<file path="config.mk">
export PLATFORM = sky130hd
export DESIGN_NAME = sd_spi_responder
export DESIGN_NICKNAME = d
export VERILOG_FILES = /design/src/rtl/sd_spi_pkg.sv /design/src/rtl/sd_spi_slave_shifter.sv /design/src/rtl/sd_spi_responder.sv
export SDC_FILE = /design/constraint.sdc
export NUM_CORES = 1
export LEC_CHECK = 0
export BUFFER_PORTS_ARGS = -buffer_cell sky130_fd_sc_hd__buf_2
export CAP_MARGIN = 20
export CORE_MARGIN = 4
export CORE_UTILIZATION = 40
export DETAILED_ROUTE_END_ITERATION = 8
export PLACE_DENSITY = 0.57
export SLEW_MARGIN = 25
export SYNTH_ARGS = -nofsm -noshare
export SYNTH_HDL_FRONTEND = slang
export SYNTH_SLANG_ARGS = --single-unit
</file>
<file path="constraint.sdc">
create_clock -name clk -period 6 [get_ports clk]
set_input_delay 0 -clock clk [delete_from_list [all_inputs] [get_ports clk]]
set_output_delay 0 -clock clk [all_outputs]
set_load 0.02 [all_outputs]
</file>
<file path="src/rtl/sd_spi_pkg.sv">
// Shared constants and state encoding for the SD SPI-mode card responder.
package sd_spi_pkg;

  // Command indices understood by the responder.
  localparam logic [5:0] CMD0  = 6'd0;
  localparam logic [5:0] CMD8  = 6'd8;
  localparam logic [5:0] CMD17 = 6'd17;
  localparam logic [5:0] CMD41 = 6'd41;
  localparam logic [5:0] CMD55 = 6'd55;
  localparam logic [5:0] CMD58 = 6'd58;

  // Bytes placed on MISO.
  localparam logic [7:0] FILL_BYTE       = 8'hFF;
  localparam logic [7:0] TOKEN_START     = 8'hFE;
  localparam logic [7:0] R1_READY        = 8'h00;
  localparam logic [7:0] R1_IDLE         = 8'h01;
  localparam logic [7:0] R1_ILLEGAL      = 8'h04;
  localparam logic [7:0] R1_IDLE_ILLEGAL = 8'h05;

  // OCR returned by CMD58: powered up, CCS=1 (block addressed).
  localparam logic [31:0] OCR_VALUE = 32'hC0FF8000;

  // Each state names the source of the next byte to be loaded into MISO.
  typedef enum logic [2:0] {
    S_RX_CMD,
    S_NCR,
    S_RESP,
    S_RD_WAIT,
    S_TOKEN,
    S_DATA,
    S_CRC
  } state_t;

endpackage

</file>
<file path="src/rtl/sd_spi_slave_shifter.sv">
// SPI mode-0 slave byte shifter: synchronizers, SCK edge detect, bit counter,
// RX/TX shift registers. Reports whole received bytes and byte-boundary loads.
module sd_spi_slave_shifter (
  input  logic       clk,
  input  logic       reset_n,
  input  logic       spi_clk,
  input  logic       spi_mosi,
  input  logic       spi_cs_n,
  input  logic [7:0] tx_byte,
  output logic       spi_miso,
  output logic [7:0] rx_byte,
  output logic       byte_done,
  output logic       load_next,
  output logic       first_rise
);

  logic       sck_meta_q, sck_sync_q, sck_prev_q;
  logic       mosi_meta_q, mosi_sync_q;
  logic       cs_meta_q, cs_sync_q, cs_prev_q;
  logic [2:0] bit_cnt_q, bit_cnt_d;
  logic [7:0] rx_sr_q, rx_sr_d;
  logic [7:0] tx_sr_q, tx_sr_d;
  logic       byte_done_q, byte_done_d;
  logic       load_pend_q, load_pend_d;
  logic       sck_rise, sck_fall, cs_assert;

  // Edge strobes; shifting is frozen while CS_n is high.
  assign sck_rise   = sck_sync_q & ~sck_prev_q & ~cs_sync_q;
  assign sck_fall   = ~sck_sync_q & sck_prev_q & ~cs_sync_q;
  assign cs_assert  = cs_prev_q & ~cs_sync_q;
  assign first_rise = sck_rise && (bit_cnt_q == 3'd0);

  // Bit counting, RX capture and TX shift/load at the byte boundary.
  always_comb begin
    // NOTE: every variable gets a default first so no path infers a latch.
    bit_cnt_d   = bit_cnt_q;
    rx_sr_d     = rx_sr_q;
    tx_sr_d     = tx_sr_q;
    byte_done_d = 1'b0;
    load_pend_d = load_pend_q;
    load_next   = 1'b0;
    if (cs_assert) begin
      bit_cnt_d = 3'd0;
      load_next = load_pend_q;
    end else if (sck_rise) begin
      rx_sr_d   = {rx_sr_q[6:0], mosi_sync_q};
      bit_cnt_d = bit_cnt_q + 3'd1;
      if (bit_cnt_q == 3'd7) begin
        byte_done_d = 1'b1;
        load_pend_d = 1'b1;
      end
    end else if (sck_fall) begin
      if (load_pend_q) load_next = 1'b1;
      else             tx_sr_d   = {tx_sr_q[6:0], 1'b1};
    end
    if (load_next) begin
      tx_sr_d     = tx_byte;
      load_pend_d = 1'b0;
    end
  end

  // Synchronizers and shifter state.
  always_ff @(posedge clk or negedge reset_n) begin
    if (!reset_n) begin
      sck_meta_q  <= 1'b0;
      sck_sync_q  <= 1'b0;
      sck_prev_q  <= 1'b0;
      mosi_meta_q <= 1'b1;
      mosi_sync_q <= 1'b1;
      cs_meta_q   <= 1'b1;
      cs_sync_q   <= 1'b1;
      cs_prev_q   <= 1'b1;
      bit_cnt_q   <= 3'd0;
      rx_sr_q     <= 8'h00;
      tx_sr_q     <= 8'hFF;
      byte_done_q <= 1'b0;
      load_pend_q <= 1'b0;
    end else begin
      // NOTE: non-blocking assignments keep the synchronizer a real 2-flop chain.
      sck_meta_q  <= spi_clk;
      sck_sync_q  <= sck_meta_q;
      sck_prev_q  <= sck_sync_q;
      mosi_meta_q <= spi_mosi;
      mosi_sync_q <= mosi_meta_q;
      cs_meta_q   <= spi_cs_n;
      cs_sync_q   <= cs_meta_q;
      cs_prev_q   <= cs_sync_q;
      bit_cnt_q   <= bit_cnt_d;
      rx_sr_q     <= rx_sr_d;
      tx_sr_q     <= tx_sr_d;
      byte_done_q <= byte_done_d;
      load_pend_q <= load_pend_d;
    end
  end

  assign byte_done = byte_done_q;
  assign rx_byte   = rx_sr_q;
  // Raw CS_n also gates MISO so the line idles high without synchronizer lag.
  assign spi_miso  = (spi_cs_n | cs_sync_q) ? 1'b1 : tx_sr_q[7];

endmodule

</file>
<file path="src/rtl/sd_spi_responder.sv">
// SD card responder (SPI mode): decodes command frames, returns R1/R3/R7
// responses and streams CMD17 blocks from a byte-wide synchronous memory.
module sd_spi_responder
  import sd_spi_pkg::*;
#(
  parameter int ACMD41_BUSY_COUNT = 2,
  parameter int NCR_BYTES         = 1,
  parameter int READ_LATENCY      = 4
) (
  input  logic        clk,
  input  logic        reset_n,
  input  logic        spi_clk,
  input  logic        spi_mosi,
  input  logic        spi_cs_n,
  output logic        spi_miso,
  output logic        cmd_valid,
  output logic [5:0]  cmd_index,
  output logic [31:0] cmd_arg,
  output logic        idle_state,
  output logic        mem_rd_en,
  output logic [31:0] mem_block,
  output logic [8:0]  mem_offset,
  input  logic [7:0]  mem_rd_data
);

  localparam logic [7:0] NCR_LAST  = 8'(NCR_BYTES - 1);
  localparam logic [7:0] WAIT_LAST = 8'(READ_LATENCY - 1);
  localparam logic [7:0] BUSY_N    = 8'(ACMD41_BUSY_COUNT);

  state_t      state_q, state_d;
  logic [7:0]  cnt_q, cnt_d;
  logic [2:0]  frame_cnt_q, frame_cnt_d;
  logic [37:0] cmd_buf_q, cmd_buf_d;      // {index, argument}
  logic        cur_rx_q, cur_rx_d;        // byte on the wire was loaded in S_RX_CMD
  logic [39:0] resp_q, resp_d;            // response bytes, first byte in [39:32]
  logic [2:0]  resp_last_q, resp_last_d;
  logic        rd_go_q, rd_go_d;
  logic        cmd_valid_q, cmd_valid_d;
  logic [5:0]  cmd_index_q, cmd_index_d;
  logic [31:0] cmd_arg_q, cmd_arg_d;
  logic        idle_q, idle_d;
  logic        app_cmd_q, app_cmd_d;
  logic [7:0]  acmd_cnt_q, acmd_cnt_d;
  logic        mem_rd_en_q, mem_rd_en_d;
  logic [31:0] mem_block_q, mem_block_d;
  logic [8:0]  mem_offset_q, mem_offset_d;
  logic        rd_pend_q, rd_pend_d;
  logic [7:0]  rd_buf_q, rd_buf_d;
  logic [7:0]  tx_byte, rx_byte, acmd_inc, r1_now;
  logic        byte_done, load_next, first_rise;

  sd_spi_slave_shifter u_shifter (
    .clk        (clk),
    .reset_n    (reset_n),
    .spi_clk    (spi_clk),
    .spi_mosi   (spi_mosi),
    .spi_cs_n   (spi_cs_n),
    .tx_byte    (tx_byte),
    .spi_miso   (spi_miso),
    .rx_byte    (rx_byte),
    .byte_done  (byte_done),
    .load_next  (load_next),
    .first_rise (first_rise)
  );

  // Byte offered to the shifter at the next byte boundary.
  always_comb begin
    case (state_q)
      S_RESP:  tx_byte = resp_q[39:32];
      S_TOKEN: tx_byte = TOKEN_START;
      S_DATA:  tx_byte = rd_buf_q;
      default: tx_byte = FILL_BYTE;
    endcase
  end

  // Command capture/decode and per-byte sequencing of the reply stream.
  always_comb begin
    state_d      = state_q;
    cnt_d        = cnt_q;
    frame_cnt_d  = frame_cnt_q;
    cmd_buf_d    = cmd_buf_q;
    cur_rx_d     = cur_rx_q;
    resp_d       = resp_q;
    resp_last_d  = resp_last_q;
    rd_go_d      = rd_go_q;
    cmd_valid_d  = 1'b0;
    cmd_index_d  = cmd_index_q;
    cmd_arg_d    = cmd_arg_q;
    idle_d       = idle_q;
    app_cmd_d    = app_cmd_q;
    acmd_cnt_d   = acmd_cnt_q;
    mem_block_d  = mem_block_q;
    mem_offset_d = mem_offset_q;
    mem_rd_en_d  = first_rise && (state_q == S_DATA);
    rd_pend_d    = mem_rd_en_q;
    rd_buf_d     = rd_pend_q ? mem_rd_data : rd_buf_q;
    acmd_inc     = (acmd_cnt_q == 8'hFF) ? 8'hFF : acmd_cnt_q + 8'd1;
    r1_now       = {7'b0, idle_q};

    if (byte_done && cur_rx_q && (state_q == S_RX_CMD)) begin
      if (frame_cnt_q == 3'd0) begin
        if (rx_byte[7:6] == 2'b01) begin
          cmd_buf_d   = {rx_byte[5:0], 32'h0};
          frame_cnt_d = 3'd1;
        end
      end else if (frame_cnt_q != 3'd5) begin
        cmd_buf_d   = {cmd_buf_q[37:32], cmd_buf_q[23:0], rx_byte};
        frame_cnt_d = frame_cnt_q + 3'd1;
      end else begin
        // CRC byte received: the frame is complete.
        frame_cnt_d = 3'd0;
        cmd_valid_d = 1'b1;
        cmd_index_d = cmd_buf_q[37:32];
        cmd_arg_d   = cmd_buf_q[31:0];
        state_d     = S_NCR;
        cnt_d       = 8'd0;
        app_cmd_d   = 1'b0;
        rd_go_d     = 1'b0;
        resp_last_d = 3'd0;
        resp_d      = {R1_ILLEGAL | r1_now, 32'hFFFF_FFFF};
        case (cmd_buf_q[37:32])
          CMD0: begin
            idle_d     = 1'b1;
            acmd_cnt_d = 8'd0;
            resp_d     = {R1_IDLE, 32'hFFFF_FFFF};
          end
          CMD8: begin
            resp_d      = {R1_IDLE, 24'h000001, cmd_buf_q[7:0]};
            resp_last_d = 3'd4;
          end
          CMD55: begin
            app_cmd_d = 1'b1;
            resp_d    = {r1_now, 32'hFFFF_FFFF};
          end
          CMD41: begin
            if (app_cmd_q) begin
              acmd_cnt_d = acmd_inc;
              if (acmd_inc > BUSY_N) begin
                idle_d = 1'b0;
                resp_d = {R1_READY, 32'hFFFF_FFFF};
              end else begin
                resp_d = {R1_IDLE, 32'hFFFF_FFFF};
              end
            end
          end
          CMD58: begin
            resp_d      = {r1_now, OCR_VALUE};
            resp_last_d = 3'd4;
          end
          CMD17: begin
            if (idle_q) begin
              resp_d = {R1_IDLE_ILLEGAL, 32'hFFFF_FFFF};
            end else begin
              resp_d      = {R1_READY, 32'hFFFF_FFFF};
              mem_block_d = cmd_buf_q[31:0];
              rd_go_d     = 1'b1;
            end
          end
          default: ;
        endcase
      end
    end else if (load_next) begin
      cur_rx_d = (state_q == S_RX_CMD);
      case (state_q)
        S_NCR: begin
          if (cnt_q == NCR_LAST) begin
            state_d = S_RESP;
            cnt_d   = 8'd0;
          end else begin
            cnt_d = cnt_q + 8'd1;
          end
        end
        S_RESP: begin
          resp_d = {resp_q[31:0], FILL_BYTE};
          if (cnt_q == {5'b0, resp_last_q}) begin
            state_d = rd_go_q ? S_RD_WAIT : S_RX_CMD;
            cnt_d   = 8'd0;
          end else begin
            cnt_d = cnt_q + 8'd1;
          end
        end
        S_RD_WAIT: begin
          if (cnt_q == WAIT_LAST) begin
            state_d = S_TOKEN;
            cnt_d   = 8'd0;
          end else begin
            cnt_d = cnt_q + 8'd1;
          end
        end
        S_TOKEN: begin
          state_d      = S_DATA;
          mem_offset_d = 9'd0;
        end
        S_DATA: begin
          if (mem_offset_q == 9'd511) begin
            state_d      = S_CRC;
            mem_offset_d = 9'd0;
            cnt_d        = 8'd0;
          end else begin
            mem_offset_d = mem_offset_q + 9'd1;
          end
        end
        S_CRC: begin
          if (cnt_q == 8'd1) begin
            state_d = S_RX_CMD;
            cnt_d   = 8'd0;
          end else begin
            cnt_d = cnt_q + 8'd1;
          end
        end
        default: ;
      endcase
    end
  end

  // Transaction state register; only reset_n clears it.
  always_ff @(posedge clk or negedge reset_n) begin
    if (!reset_n) begin
      state_q      <= S_RX_CMD;
      cnt_q        <= 8'd0;
      frame_cnt_q  <= 3'd0;
      cmd_buf_q    <= '0;
      cur_rx_q     <= 1'b1;
      resp_q       <= '1;
      resp_last_q  <= 3'd0;
      rd_go_q      <= 1'b0;
      cmd_valid_q  <= 1'b0;
      cmd_index_q  <= 6'd0;
      cmd_arg_q    <= 32'd0;
      idle_q       <= 1'b1;
      app_cmd_q    <= 1'b0;
      acmd_cnt_q   <= 8'd0;
      mem_rd_en_q  <= 1'b0;
      mem_block_q  <= 32'd0;
      mem_offset_q <= 9'd0;
      rd_pend_q    <= 1'b0;
      rd_buf_q     <= 8'hFF;
    end else begin
      state_q      <= state_d;
      cnt_q        <= cnt_d;
      frame_cnt_q  <= frame_cnt_d;
      cmd_buf_q    <= cmd_buf_d;
      cur_rx_q     <= cur_rx_d;
      resp_q       <= resp_d;
      resp_last_q  <= resp_last_d;
      rd_go_q      <= rd_go_d;
      cmd_valid_q  <= cmd_valid_d;
      cmd_index_q  <= cmd_index_d;
      cmd_arg_q    <= cmd_arg_d;
      idle_q       <= idle_d;
      app_cmd_q    <= app_cmd_d;
      acmd_cnt_q   <= acmd_cnt_d;
      mem_rd_en_q  <= mem_rd_en_d;
      mem_block_q  <= mem_block_d;
      mem_offset_q <= mem_offset_d;
      rd_pend_q    <= rd_pend_d;
      rd_buf_q     <= rd_buf_d;
    end
  end

  assign cmd_valid  = cmd_valid_q;
  assign cmd_index  = cmd_index_q;
  assign cmd_arg    = cmd_arg_q;
  assign idle_state = idle_q;
  assign mem_rd_en  = mem_rd_en_q;
  assign mem_block  = mem_block_q;
  assign mem_offset = mem_offset_q;

endmodule

</file>
# [Word level (Yosys, flattened, before mapping)]
# Index checks and enable logic that the tools add are counted.
[word_totals] register_bits=226 output_inout_bits=83
[classes] addsub=5 magnitude_cmp=1 eq_ne=32 muxes=71 bitwise_logic=14 reduce_logical=36
[ops] operator="one-hot mux 35 bit (6 select lines)" n=1
[ops] operator="two-way mux 40 bit" n=5
[ops] operator="two-way mux 8 bit" n=16
[ops] operator="two-way mux 38 bit" n=2
[ops] operator="two-way mux 35 bit" n=2
[ops] operator="two-way mux 3 bit" n=15
[ops] operator="one-hot mux 8 bit (5 select lines)" n=1
[ops] operator="two-way mux 33 bit" n=1
[ops] operator="two-way mux 32 bit" n=1
[ops] operator="one-hot mux 8 bit (3 select lines)" n=1
[ops] operator="two-way mux 1 bit" n=20
[ops] operator="equality test 6 bit (second input constant)" n=3
[ops] operator="one-hot mux 3 bit (6 select lines)" n=1
[ops] operator="one-hot mux 9 bit (2 select lines)" n=1
[ops] operator="nonzero test 2 bit" n=9
[ops] operator="adder 8 x 1 -> 8 bit (second input constant)" n=2
[ops] operator="one-hot mux 8 bit (2 select lines)" n=1
[ops] operator="inequality test 3 bit (second input constant)" n=5
[ops] operator="AND reduction 3 bit" n=5
[ops] operator="AND reduction 5 bit" n=3
[ops] operator="inequality test 2 bit (second input constant)" n=7
[ops] operator="equality test 3 bit (second input constant)" n=4
[ops] operator="adder 9 x 1 -> 9 bit (second input constant)" n=1
[ops] operator="equality test 9 bit (second input constant)" n=1
[ops] operator="other kinds (30)" n=51

# [Depth between registers and ports, before layout]
# Gate-level depths: netlist of the first run.
[logic_depth] word_depth=9 ltp_mapped=11 ltp_nobuf=10

# [Hierarchy]
# Synthesis of the first run repeated with hierarchy kept, for this count alone.
[hier_totals] hier_cells=892 hier_area_um2=9845.7
[by_module_without_submodules] module="sd_spi_responder" instances=1 cells_each=815 area_each_um2=8645.8
[by_module_without_submodules] module="sd_spi_slave_shifter" instances=1 cells_each=77 area_each_um2=1199.9

# [Worst setup path after synthesis of the first run]
# OpenSTA, ideal clock, no wires.
[synth_timing] kind="reg-to-reg" startpoint="register mem_offset_q[0] (netlist: mem_offset[0])" endpoint="register mem_offset_q[7] (netlist: mem_offset[7])" setup_time_ns=0.095 t_arrival_ns=2.380 required_ns=5.905 path_slack_ns=3.525 path_stages_with_launch=10 n_path_buf=1 synth_period_minus_slack_ns=2.475 cell_sequence="dfrtp_1 > ha_1 > and3_1 > and3_1 > and3_1 > ha_1 > or2_2 > clkbuf_1 > or2_2 > o31ai_1"
[synth_via] elab_chain_len=3 elab_cells_between_ends=4
[synth_rtl] element="start, declared" line="sd_spi_responder.sv:46" source="logic [8:0] mem_offset_q, mem_offset_d;"
[synth_rtl] element="start signal, assigned" line="sd_spi_responder.sv:255" source="mem_offset_q <= mem_offset_d;"
[synth_rtl] element="adder 9 x 1 -> 9 bit or equality test 9 bit (tied branches)" line="sd_spi_responder.sv:200, sd_spi_responder.sv:195"
[synth_rtl] element="two-way mux 9 bit (*)" line="sd_spi_responder.sv:195" source="if (mem_offset_q == 9'd511) begin"
[synth_rtl] element="one-hot mux 9 bit (2 select lines) (*)" line="sd_spi_responder.sv:164" source="case (state_q)"
# Mark *: on every way between the ends. The rest lies on a longest branch, timed or not.
# A chain may end at the register's enable or synchronous reset.

# [Worst setup path after layout of the first run]
[layout_timing] startpoint="register state_q[0]" endpoint="register mem_block_q[10] (netlist: mem_block[10])"
[layout_via] elab_chain_len=3
[layout_rtl] element="start, declared" line="sd_spi_responder.sv:30" source="state_t state_q, state_d;"
[layout_rtl] element="start signal, assigned" line="sd_spi_responder.sv:239" source="state_q <= state_d;"
[layout_rtl] element="logical NOT 3 bit" line="sd_spi_responder.sv:100" source="if (byte_done && cur_rx_q && (state_q == S_RX_CMD)) begin"
[layout_rtl] element="logical AND 1 bit" line="sd_spi_responder.sv:100"
[layout_rtl] element="AND reduction 5 bit (no line)"
[layout_rtl] element="end signal, assigned" line="sd_spi_responder.sv:254" source="mem_block_q <= mem_block_d;"
[layout_rtl] element="end, declared" line="sd_spi_responder.sv:45" source="logic [31:0] mem_block_q, mem_block_d;"
# No other way between the ends.

==> flow_summary.toml, run 1 <==
[outcome]
outcome = "complete, no violations"

[critical_path]
cp_max_fo = 46
timing.critical_path.cells = "or3_1 -> or4_2 -> inv_6 -> nand3_4 -> mux2_4"
crit_type = "reg2reg"
worst_ep_arrival_time_ns = 4.40
cpMaxStageDelayCell = "or4_2"
setup.worst_path.end_class = "flip-flop"
startpoint = "state_q[0]"
required_ns = 6.38
slowest_delay_ns = 1.17
crit_family = "simple AND/OR/NAND/NOR gates"
worstSetupStartpointType = "flip-flop"
path_buf_inv = 1
r2r_start = "state_q[0]"

[global_routing]
grt_max_degree = 84
grt_overflow_total = 0
antenna_found_initial = 0
grt_pass1_vias = 6969
grt_use_total = 0.156
grt_pass1_wl_mm = 36.9

[layout]
antenna_cells = 0
nNetsFinal = 1088
layout_commonest_cell = "nand2_1"
syn_to_final_growth_pct = 17.0
layout-drive-gt1-share = 0.259
final_cell_mix = "nand2_1, dfrtp_1, o21ai_0, buf_2, dfstp_2"

[placed_design]
place_congestion = 0.802
hpwl_mm = 13.9
portBuffers = 95
place_ws_ns = 1.96

[timing]
skew_ns = 0.0255
tns_ns = 0
worst_slew_pin_slew_ns = 0.973
rsz0062_at_grt = "false"
layout_setup_ws_ns = 1.98
slew_headroom = 0.351
hold_slack_ns = 0.0721
final_hold_viol_count = 0
post-route-min-period_ns = 4.02
fmax_mhz = 249
fin_crit_sh = 0.670
maxSlewViolCount = 0
finalSetupViolCount = 0

[floorplan]
rows = 57
design.core.area_um2 = 24400
die_h_um = 166
die-area_um2 = 27400
die-width_um = 166
start_util = 0.408
io_pins = 96

[logic_synthesis]
synth_cells = 989
avgSynthCellArea_um2 = 10.1
async_reset_ff_frac = 1.00
ys_seq_elements = 224
synth_edf_count = 0
ys.flop_type = "dfrtp_1"
syn_nets = 1011
synth_area_um2 = 9940
ys_warn_count = 0
yosysSeqAreaShare = 0.572
synth_cell_type_count = 64

[routing]
drt_wl_total_mm = 21.7
drt-initial-drc-count = 538
drt-met1-wl_mm = 10.7
ant_nets = 0
routed-wl-met3_um = 816
drtPass1Iterations = 4
drc = 0
via_per_inst = 5.02
wl_per_cell_um = 15.4
routed.top_layer = "met4"
dr_wl_met2_mm = 9.94
vias = 7080

[clock_tree]
cts.sinks = 224
post-cts-setup-buffers = 0
cts_buffers = 25
post_cts_resized = 0
cts_tree = "yes"
cts-root-buf = "clkbuf_16"
clock_latency_ns = 0.52
h-tree-depth = 1
cts_buffer_depth = 3
clk_pin_slew_ns = 0.06

[flow_run]
drv_cap = 0

[worst_hold_path]
min_path_type = "in2async"

[power]
irDropWorstVdd_mv = 0.153
power.density_nw_per_um2 = 278
p_leak_nw = 5.52
synth_stat cells, types with 2 or more instances:
master	n	area, um2
nand3_1	12	60.1
nor2_1	39	146
or3_1	7	43.8
a31oi_1	8	50.1
o221ai_1	2	17.5
and2_1	5	31.3
ha_1	9	113
mux2_4	29	435
dfstp_2	63	1660
or3b_2	2	17.5
dfrtp_1	161	4030
clkbuf_1	54	203
o31ai_1	7	52.6
o21ai_1	2	10.0
o21ai_0	118	591
nor4_1	2	12.5
and4_1	2	17.5
nor3b_1	2	15.0
mux2_2	27	304
o22a_1	6	52.6
buf_2	5	25.0
nand2b_1	6	37.5
nor2b_1	7	43.8
o2111ai_1	2	17.5
mux2i_1	5	50.1
nand3b_1	4	30.0
xnor2_1	4	35.0
o22ai_1	11	68.8
o211ai_1	3	22.5
nor3_1	13	65.1
inv_1	14	52.6
a21o_1	3	22.5
and3_1	10	62.6
nand2_1	268	1010
a21oi_1	34	170
nand4_1	5	31.3
or4_1	4	30.0
or2_2	3	18.8
a22o_1	2	17.5
a211o_1	3	26.3
buf_6	3	33.8
where the power goes:
group          switching (W)  leakage (nW)  internal (W)
logic              0.0000486          2.22     0.0000334
clock network       0.000611         0.414      0.000957
registers          0.0000247          2.89       0.00155
cell families (layout without fill, tap and decap cells):
family	after synthesis	after routing	synth area share
adders and majority gates	9	9	0.0113
DFF	224	224	0.572
muxes	62	62	0.0805
AOI/OAI and AO/OA	216	216	0.126
and+or+nand+nor	395	395	0.173
xor gates and xnor gates	5	5	0.00440
buffers and inverters	78	174	0.0332
stage by stage:
stage,utilization,power [W],std cells,instance area (um2)
floorplan,-,0.00163,989,9940
global placement,0.436,0.00168,1351,10600
detailed placement,0.436,0.00168,1351,10600
CTS,0.477,0.00327,1409,11600
global route,0.477,0.00336,1409,11600
finish,0.477,0.00323,1409,11600
final timing paths:
path | to | slack, ns | cells past startpoint
max | mem_block[10] | 1.98 | 5
min | acmd_cnt_q[1] | 0.07 | 2
max reg2reg | mem_block[10] | 1.98 | 5
min reg2reg | u_shifter.sck_sync_q | 0.35 | 0
max in group asynchronous | mem_block[6] | 4.66 | 3
min in group clk | u_shifter.sck_meta_q | 0.15 | 2
registers in the layout (all words and copies together), names as in the netlist, 6 cells and up:
| name | cells |
|---|---|
| cnt_q | 8 |
| cmd_buf_q | 38 |
| cmd_index | 6 |
| acmd_cnt_q | 8 |
| cmd_arg | 32 |
| mem_block | 32 |
| u_shifter.tx_sr_q | 8 |
| u_shifter.rx_byte | 8 |
| mem_offset | 9 |
| resp_q | 40 |
| rd_buf_q | 8 |
metal layers:
layer,up-vias,global-route usage
li1,3537,-
met1,3414,0.235
met2,106,0.245
met3,23,0.0245
met4,0,0.0276
met5,-,0
layout make-up:
cell class / count / area (um2)
fillers: 2320 / 12800
flip-flops and latches: 224 / 5680
multi-input cells: 687 / 3960
clock buffers: 32 / 702
repair buffers: 113 / 654
well taps: 324 / 405
clock inverters: 14 / 161
inverters: 15 / 61.3
repair_timing:
| action | CTS | global route |
|---|---|---|
| endpoints found under the hold margin | 92 | 0 |
| hold buffers | 12 | 0 |
| endpoints found under the setup margin | 0 | 0 |
Power figures use the tool's default switching activity.
==> run 2: changes to the inputs <==
Clock period 6 ns to 4 ns, I/O delays scaled along.
==> run 2 against run 1 <==
  * Sequential cell count unchanged
  * Cell area about the same
  * Count of clock-buffer cells in the layout up 6
  * Global-route usage up 0.21 points
  * Routed wire length up 0.62%
  * Sequential power up 50%
  * Highest routed layer unchanged
==> flow_summary.toml, run 2 (synthesis results as in run 1) <==
[global_routing]
grt_use_total = 0.159
grt_max_degree = 125
grt_pass1_wl_mm = 37.4
antenna_found_initial = 0
grt_pass1_vias = 6992
grt_overflow_total = 0

[critical_path]
path_buf_inv = 1
cpMaxStageDelayCell = "or4_2"
required_ns = 4.40
worstSetupStartpointType = "flip-flop"
setup.worst_path.end_class = "flip-flop"
timing.critical_path.cells = "or3_1 -> or4_2 -> inv_6 -> nand3_4 -> mux2_4"
reg2regPathDepth = 5
worst_ep_arrival_time_ns = 3.80
crit_type = "reg2reg"
cp.depth = 5
startpoint = "state_q[0]"
crit_family = "simple AND/OR/NAND/NOR gates"
r2r_start = "state_q[0]"
cp_max_fo = 44
slowest_delay_ns = 0.75

[worst_hold_path]
hold_start = "spi_clk"
whs_path_depth = 2
min_path_type = "in2reg"

[routing]
drt_wl_total_mm = 21.8
via_per_inst = 5.03
drtPass1Iterations = 5
drc = 0
vias = 7098
ant_nets = 0
wl_per_cell_um = 15.5
drt-initial-drc-count = 470

[clock_tree]
cts_buffers = 26
post-cts-setup-buffers = 0
cts_buffer_depth = 3
clk_pin_slew_ns = 0.06
h-tree-depth = 1
cts.sinks = 224
cts_tree = "yes"
cts-root-buf = "clkbuf_16"
post_cts_resized = 0
clock_latency_ns = 0.53

[placed_design]
place_congestion = 0.777
dp.cells = 1354
hpwl_mm = 14.0
place_ws_ns = 0.604
portBuffers = 95

[layout]
register_area_um2 = 5680
layout_commonest_cell = "nand2_1"
nNetsFinal = 1092
multi_input_area_um2 = 3960
top_regs = "resp_q x40, cmd_buf_q x38"
final_cells = 1412
antenna_cells = 0
n_fill_cell = 2321
largest_reg_flops = 40
largest_register = "resp_q"
syn_to_final_growth_pct = 17.0
layout-drive-gt1-share = 0.254
final_cell_mix = "nand2_1, dfrtp_1, o21ai_0, buf_2, dfstp_2"

[floorplan]
die-width_um = 166
rows = 57
io_pins = 96
die-area_um2 = 27400
design.core.area_um2 = 24400
die_h_um = 166
start_util = 0.408

[timing]
worst_slew_pin_slew_ns = 0.938
fin_crit_sh = 0.852
final_hold_viol_count = 0
skew_ns = 0.0221
finalSetupViolCount = 0
rsz0062_at_grt = "false"
post-route-min-period_ns = 3.41
maxSlewViolCount = 0
tns_ns = 0
layout_setup_ws_ns = 0.594
hold_slack_ns = 0.129
slew_headroom = 0.374
fmax_mhz = 294

[power]
irDropWorstVdd_mv = 0.294
p_leak_nw = 5.53
power.density_nw_per_um2 = 417

[flow_run]
drv_cap = 0

[outcome]
outcome = "complete, no violations"
-- run 2: repair_timing --
action	in CTS	in global routing
hold buffers	12	0
endpoints found under the hold margin	130	0
setup endpoints to repair	0	0
-- run 2: cell type report --
type | instances | share of cell area
Sequential cell | 224 | 0.489
Multi-Input combinational cell | 687 | 0.340
Clock buffer | 38 | 0.0624
Timing Repair Buffer | 116 | 0.0579
Tap cell | 324 | 0.0348
Clock inverter | 8 | 0.0112
Inverter | 15 | 0.00527
-- run 2: final timing paths --
| check | end | slack [ns] |
|---|---|---|
| worst max register to register | mem_block[5] | 0.59 |
| worst min-delay path | u_shifter.sck_meta_q | 0.13 |
| max in group asynchronous | rd_buf_q[5] | 2.75 |
| min in group asynchronous | cmd_arg[29] | 0.18 |
| worst min register to register | u_shifter.sck_sync_q | 0.35 |
| worst max-delay path | mem_block[5] | 0.59 |
-- run 2: power by group --
group | internal [W] | switching (W) | leakage, nW | total, W
clock network | 0.00145 | 0.000915 | 0.418 | 0.00237
registers | 0.00233 | 0.0000351 | 2.89 | 0.00237
logic | 0.0000503 | 0.0000741 | 2.23 | 0.000124
-- run 2: per-layer routing --
metal  vias to the layer above  wire (um)  GRT usage
li1                       3553          -          -
met1                      3388      10800      0.238
met2                       124       9910      0.246
met3                        33        811     0.0234
met4                         0        361     0.0344
met5                         -          0          0
-- run 2: through the flow --
stage	total power [W]	utilization	cell area, um2
detailed placement	0.00252	0.437	10700
global route	0.00506	0.477	11600
finish	0.00486	0.477	11600
global placement	0.00252	0.437	10600
floorplan	0.00245	-	9940
CTS	0.00492	0.477	11600
==> run 3: changes to the inputs <==
Settings changed: CTS_BUF_LIST set to sky130_fd_sc_hd__clkbuf_8.
Clock period 4 ns to 4.3 ns, I/O delays scaled along.
==> run 3 against run 2 <==
  * Combinational power down 4%
  * Sequential power down 7%
  * Global-route usage up 0.21 points
  * Fmax down 0.15%
  * Critical path depth unchanged
  * Count of clock-buffer cells in the layout up 8
  * Non-clock buffer count up 3
  * Clock skew up 0.0056 ns
  * Sequential share of layout area up 0.28 points
  * Die area unchanged
  * Core utilization down 0.27 points
==> flow_summary.toml, run 3 (synthesis results as in run 1) <==
[power]
p_leak_nw = 5.59
irDropWorstVdd_mv = 0.186
power.density_nw_per_um2 = 360

[timing]
skew_ns = 0.0277
fin_crit_sh = 0.793
fmax_mhz = 293
layout_setup_ws_ns = 0.889
post-route-min-period_ns = 3.41
worst_slew_pin_slew_ns = 0.898
finalSetupViolCount = 0
final_hold_viol_count = 0
slew_headroom = 0.399
rsz0062_at_grt = "false"
maxSlewViolCount = 0
tns_ns = 0

[critical_path]
setup.worst_path.end_class = "flip-flop"
cp_max_fo = 44
crit_type = "reg2reg"
worst_ep_arrival_time_ns = 3.82
worstSetupStartpointType = "flip-flop"
required_ns = 4.71

[layout]
layout-drive-gt1-share = 0.263
layout_commonest_cell = "nand2_1"
top_regs = "resp_q x40, cmd_buf_q x38"
largest_reg_flops = 40
final_cell_mix = "nand2_1, dfrtp_1, o21ai_0, buf_2, dfstp_2"
syn_to_final_growth_pct = 16.4
nNetsFinal = 1108
largest_register = "resp_q"
antenna_cells = 0
design_area_um2 = 11600

[routing]
wl_per_cell_um = 15.4
drtPass1Iterations = 5
vias = 7234
drc = 0
drt_wl_total_mm = 22.2
drt-initial-drc-count = 477
via_per_inst = 5.02
ant_nets = 0

[placed_design]
place_area_um2 = 10700
portBuffers = 95
place_ws_ns = 0.904
place_congestion = 0.778
hpwl_mm = 14.0

[clock_tree]
post_cts_resized = 0
cts_buffer_depth = 3
clk_pin_slew_ns = 0.07
cts-root-buf = "clkbuf_8"
cts_tree = "yes"
cts_buffers = 39
h-tree-depth = 2
clock_latency_ns = 0.54
post-cts-setup-buffers = 0
cts.sinks = 224

[floorplan]
start_util = 0.408
rows = 57
die-width_um = 166
die-area_um2 = 27400
io_pins = 96
design.core.area_um2 = 24400
die_h_um = 166

[global_routing]
grt_pass1_wl_mm = 37.5
grt_pass1_vias = 7131
grt_use_total = 0.161
grt_overflow_total = 0
grt_max_degree = 122
antenna_found_initial = 0

[flow_run]
drv_cap = 0

[worst_hold_path]
min_path_type = "in2reg"

[outcome]
outcome = "complete, no violations"
[run 3: worst paths after layout]
path                                 startpoint                    to  slack (ns)  cells past startpoint
setup / recovery                     state_q[0]          mem_block[5]        0.89                      5
hold / removal                          spi_clk  u_shifter.sck_meta_q        0.12                      2
setup reg to reg                     state_q[0]          mem_block[5]        0.89                      5
hold reg to reg            u_shifter.sck_meta_q  u_shifter.sck_sync_q        0.35                      0
max in group asynchronous               reset_n             resp_q[4]        2.52                      5
min in group asynchronous               reset_n           cmd_arg[21]        0.46                      3
[run 3: area by class of cell]
class	instances	area (um2)
clock buffer	46	633
clock inverter	25	119
fill	2355	12800
inverter	15	61.3
multi-input combinational	687	3950
sequential	224	5680
tap	324	405
timing repair buffer	119	718
[run 3: power breakdown]
part | internal, W | leakage, nW | total [W] | switching [W]
sequential | 0.00217 | 2.89 | 0.00220 | 0.0000333
clock | 0.000979 | 0.455 | 0.00184 | 0.000859
combinational | 0.0000501 | 2.25 | 0.000119 | 0.0000693
[run 3: repair_timing]
item	4_1_cts	5_1_grt
hold buffers	12	1
hold endpoints to repair	110	26
endpoints found under the setup margin	0	0
[run 3: per-layer routing]
| metal | GRT usage | up-vias | wire length [um] |
|---|---|---|---|
| met5 | 0 | - | 0 |
| met4 | 0.0441 | 0 | 348 |
| met3 | 0.0319 | 26 | 889 |
| met2 | 0.241 | 134 | 9930 |
| met1 | 0.238 | 3487 | 11100 |
| li1 | - | 3587 | - |
[run 3: per-stage QoR]
step	hold WS [ns]	power (W)	std cells	utilization
final	0.119	0.00416	1440	0.474
after global routing	0.0998	0.00437	1440	0.474
after CTS	0.0866	0.00423	1438	0.473
after detailed placement	0.107	0.00235	1355	0.437
after global placement	0.108	0.00234	1355	0.437
after floorplan	-0.296	0.00228	989	-
[run 3: critical path, cell delays in order (launching register included)]
cell	delay (ns)
dfrtp_1	0.56
or3_1	0.52
or4_2	0.75
inv_6	0.30
nand3_4	0.59
mux2_4	0.51
